==> config.mk <==
export PLATFORM = sky130hd
export DESIGN_NAME = pc_fetch_unit
export DESIGN_NICKNAME = d
export VERILOG_FILES = /design/src/rtl/pc_fetch_unit.sv
export SDC_FILE = /design/constraint.sdc
export NUM_CORES = 1
export LEC_CHECK = 0
export ABC_AREA = 0
export ABC_CLOCK_PERIOD_IN_PS = 2350
export BUFFER_PORTS_ARGS = -buffer_cell sky130_fd_sc_hd__buf_2
export CAP_MARGIN = 20
export CORE_MARGIN = 2
export CORE_UTILIZATION = 43
export CTS_CLUSTER_DIAMETER = 50
export CTS_CLUSTER_SIZE = 28
export DETAILED_ROUTE_END_ITERATION = 8
export GPL_ROUTABILITY_DRIVEN = 0
export MAX_ROUTING_LAYER = met4
export PLACE_DENSITY = 0.77
export SYNTH_ARGS = -nofsm -noshare
export SYNTH_HDL_FRONTEND = slang
export SYNTH_SLANG_ARGS = --single-unit
==> constraint.sdc <==
create_clock -name clk -period 2.35 [get_ports clk]
set_clock_uncertainty 0.2 [all_clocks]
set_input_delay 0.1175 -clock clk [delete_from_list [all_inputs] [get_ports clk]]
set_output_delay 0.1175 -clock clk [all_outputs]
set_load 0.01 [all_outputs]
==> src/rtl/pc_fetch_unit.sv <==
// pc_fetch_unit: program-counter register and instruction-fetch sequencer.
//
// Holds the current PC (a word index), fetches the word at that PC over a
// req/gnt/rvalid handshake, buffers the returned instruction and presents
// {pc_out, instr} to decode / next-PC logic until it is committed. On commit
// the PC is replaced verbatim by new_pc and the next fetch begins.
//
// Handshake semantics:
//   - imem_req is held high with a stable imem_addr until imem_gnt is seen
//     high on a rising edge; a request is transferred on any edge where
//     imem_req && imem_gnt. At most one request is outstanding.
//   - imem_rvalid is only honoured while a granted request is outstanding
//     (S_WAIT); elsewhere it is ignored.
//   - instr_valid stays high with stable pc_out/instr until a rising edge
//     sees instr_ready high; that edge is the commit and samples new_pc.
//
// Optional feature macro: FETCH_PERF_CNT_EN adds fetch_cnt and stall_cnt
// performance counters as extra output ports.

module pc_fetch_unit #(
  parameter logic [31:0] RESET_PC = 32'h0000_0000
) (
  input  logic        clk,
  input  logic        rst,
  // instruction memory side
  output logic        imem_req,
  output logic [31:0] imem_addr,
  input  logic        imem_gnt,
  input  logic        imem_rvalid,
  input  logic [31:0] imem_rdata,
  // decode / next-PC side
  output logic [31:0] pc_out,
  output logic [31:0] instr,
  output logic        instr_valid,
  input  logic        instr_ready,
  input  logic [31:0] new_pc,
`ifdef FETCH_PERF_CNT_EN
  output logic [31:0] fetch_cnt,
  output logic [31:0] stall_cnt,
`endif
  // current FSM state, for observation only
  output logic [1:0]  dbg_state
);

  typedef enum logic [1:0] {
    S_RESET = 2'd0,
    S_REQ   = 2'd1,
    S_WAIT  = 2'd2,
    S_HOLD  = 2'd3
  } state_t;

  state_t      state_q, state_d;
  logic [31:0] pc_q, pc_d;
  logic [31:0] instr_q, instr_d;
  logic        valid_q, valid_d;
  logic        req_q;

  // Named handshake events, each qualified by the state in which it counts
  logic        grant_ev;
  logic        resp_ev;
  logic        commit_ev;

  assign grant_ev  = (state_q == S_REQ)  && imem_gnt;
  assign resp_ev   = (state_q == S_WAIT) && imem_rvalid;
  assign commit_ev = (state_q == S_HOLD) && instr_ready;

  // Next-state and next-datapath logic; everything holds unless an event fires
  always_comb begin
    state_d = state_q;
    pc_d    = pc_q;
    instr_d = instr_q;
    valid_d = valid_q;
    case (state_q)
      S_RESET: begin
        state_d = S_REQ;
      end
      S_REQ: begin
        if (grant_ev) begin
          state_d = S_WAIT;
        end
      end
      S_WAIT: begin
        if (resp_ev) begin
          instr_d = imem_rdata;
          valid_d = 1'b1;
          state_d = S_HOLD;
        end
      end
      S_HOLD: begin
        if (commit_ev) begin
          pc_d    = new_pc;
          valid_d = 1'b0;
          state_d = S_REQ;
        end
      end
      default: begin
        state_d = S_RESET;
      end
    endcase
  end

  // State and datapath registers; reset wins over every handshake input
  always_ff @(posedge clk) begin
    if (rst) begin
      state_q <= S_RESET;
      pc_q    <= RESET_PC;
      instr_q <= 32'h0;
      valid_q <= 1'b0;
      req_q   <= 1'b0;
    end else begin
      state_q <= state_d;
      pc_q    <= pc_d;
      instr_q <= instr_d;
      valid_q <= valid_d;
      // request flop tracks the state being entered so it is high exactly in S_REQ
      req_q   <= (state_d == S_REQ);
    end
  end

  assign imem_req    = req_q;
  assign imem_addr   = pc_q;
  assign pc_out      = pc_q;
  assign instr       = instr_q;
  assign instr_valid = valid_q;
  assign dbg_state   = state_q;

`ifdef FETCH_PERF_CNT_EN
  logic [31:0] fetch_cnt_q;
  logic [31:0] stall_cnt_q;
  logic        stall_ev;

  assign stall_ev = ((state_q == S_REQ)  && !imem_gnt) ||
                    ((state_q == S_WAIT) && !imem_rvalid);

  // Free-running performance counters; both wrap naturally at 2^32
  always_ff @(posedge clk) begin
    if (rst) begin
      fetch_cnt_q <= 32'h0;
      stall_cnt_q <= 32'h0;
    end else begin
      if (commit_ev) begin
        fetch_cnt_q <= fetch_cnt_q + 32'h1;
      end
      if (stall_ev) begin
        stall_cnt_q <= stall_cnt_q + 32'h1;
      end
    end
  end

  assign fetch_cnt = fetch_cnt_q;
  assign stall_cnt = stall_cnt_q;
`endif

endmodule

==> reports/metrics.csv <==
metric,value,unit
vias_per_cell,4.46,
wl_per_cell,12.4,um
drtPass1Iterations,4,
seq_area_frac_synth,41.3,%
drt_wl_total,7770,um
cts_resized,0,
grt_max_degree,69,
grt_pass1_vias,2721,
setup_viol,0,
drive_gt1_share,36.5,%
start_util,44.9,%
rows,31,
cts_buffers,9,
core,0.00733,mm^2
max_cap_violations,0,
cts-root-buf,clkbuf_8,
drc_errors,0,
outcome,completed,
ys.warnings.count,0,
die_x,91.5,um
crit_type,reg2reg,
synth.cell_area,0.00329,mm^2
max_freq,614,MHz
die_h,91.5,um
htreeDepth,3,
layout_common_cells,"buf_2, nand2b_1, dfxtp_1, dlygate4sd3_1, mux2i_1",
port_buffers,168,
hold_viol,0,
place_hpwl,4760,um
fin_nets,590,
synth-compound-area-share,1.33,%
area_growth_syn_to_layout,44.3,%
rrSetupSlack,0.72,ns
clk_latency,0.32,ns
n_antenna_cell,0,
cp_max_fo,32,
slew_violations,0,
arrival,1.68,ns
cts_setup_buffers,0,
setup-tns-final,0,ns
clkSlewWorstSetupHoldPaths,0.07,ns
synth_xor_area_share,0,%
synth_top_family_by_area,simple AND/OR/NAND/NOR gates,
place_inst,542,
cp_data_required_time,2.40,ns
synth.net_count,394,
min_path_type,in2reg,
cts_sinks,68,
ir_drop,0.000255,V
vias,2785,
synth_mux_area_share,19.5,%
synth_cell_types,17,
drt_iter0_markers,78,
fin_crit,1.63,ns
tritoncts,built,
grt.overflow.total,0,
postCtsHoldBufs,67,
cp-end-kind,register,
cp-start-kind,register,
grt.total_usage,19.2,%
rsz0062_at_grt,no,
final_common_cell,buf_2,
dieArea,0.00837,mm^2
relSlewSlack,63.3,%
antenna_found_initial,0,
leakage,2.16,nW
grt_pass1_wl,12700,um
whs,0.143,ns
ctsLongestPathBuffers,2,
syn_area_per_cell,10.1,um^2
drtAntennaViolNets,0,
synth-simple-area-share,25.2,%
final-instance-count-excl-fill,625,
ys_seq_elements,68,
placed_area,0.00389,mm^2
io_pins,169,
tightestPinTransition,0.550,ns
synthCells,325,
synthAdderAreaFrac,0,%
design_area,0.00475,mm^2
fin_crit_sh,69.3,%
p_per_area,520,mW/mm^2
[final timing paths]
path	from	to	depth (start not counted)
worst min-delay path	instr_ready	imem_addr[0]$_SDFFE_PP0P_	3
worst min register to register	instr[19]$_SDFFE_PP0P_	instr[19]$_SDFFE_PP0P_	2
worst max-delay path	dbg_state[0]$_SDFF_PP0_	instr[14]$_SDFFE_PP0P_	3
worst max register to register	dbg_state[0]$_SDFF_PP0_	instr[14]$_SDFFE_PP0P_	3
[area by class of cell]
cell class / count / area (um^2)
Inverter: 2 / 7.51
Sequential cell: 68 / 1360
Multi-Input combinational cell: 201 / 1520
Clock inverter: 7 / 67.6
Timing Repair Buffer: 239 / 1550
Tap cell: 99 / 124
Fill cell: 580 / 2580
Clock buffer: 9 / 124
[Yosys cell counts, drive strengths merged]
library cell | n | area share [%]
and3b | 1 | 0.27
nand2b | 128 | 24
buf | 41 | 11
a2111oi | 1 | 0.46
o21ba | 1 | 0.30
dfxtp | 68 | 41
mux2i | 64 | 19
inv | 2 | 0.23
clkbuf | 13 | 1.5
a21oi | 2 | 0.30
nor3 | 1 | 0.15
a311oi | 1 | 0.27
and3 | 1 | 0.23
nor3b | 1 | 0.23
[report_power, final]
| part | internal [mW] | switching (mW) | leakage [nW] |
|---|---|---|---|
| sequential | 1.18 | 0.0196 | 0.550 |
| clock | 0.484 | 0.447 | 0.0910 |
| combinational | 0.212 | 0.130 | 1.52 |
[state kept, by name, indices dropped and copies added (netlist names)]
| register | flops |
|---|---|
| dbg_state | 2 |
| imem_addr | 32 |
| instr_valid | 1 |
| imem_req | 1 |
| instr | 32 |
[per-stage QoR]
stage	util [%]	worst slack [ns]	power, mW
final	64.8	0.720	2.47
after floorplan	-	0.965	1.39
after global routing	64.8	0.619	2.61
after global placement	53.1	0.803	1.47
after detailed placement	53.1	0.726	1.48
after CTS	64.8	0.718	2.51
[logic make-up (layout without fill, tap and decap cells)]
group | after synthesis | count (layout)
muxes | 64 | 64
DFF | 68 | 68
AOI/OAI and AO/OA | 5 | 5
buffers and inverters | 56 | 257
and+or+nand+nor | 132 | 132
[per-layer routing]
metal	routed length, um	up-vias	track usage, %
li1	-	1397	-
met1	3360	1272	21.9
met2	3890	111	33.3
met3	458	5	4.15
met4	61	0	6.31
met5	0	-	-
[critical path, stage by stage, from the launching register on]
cell and delay (ns):
dfxtp_1 0.37, and3b_2 0.25, buf_4 0.45, mux2i_1 0.26
Note: power is estimated with default switching activity, not from simulation.
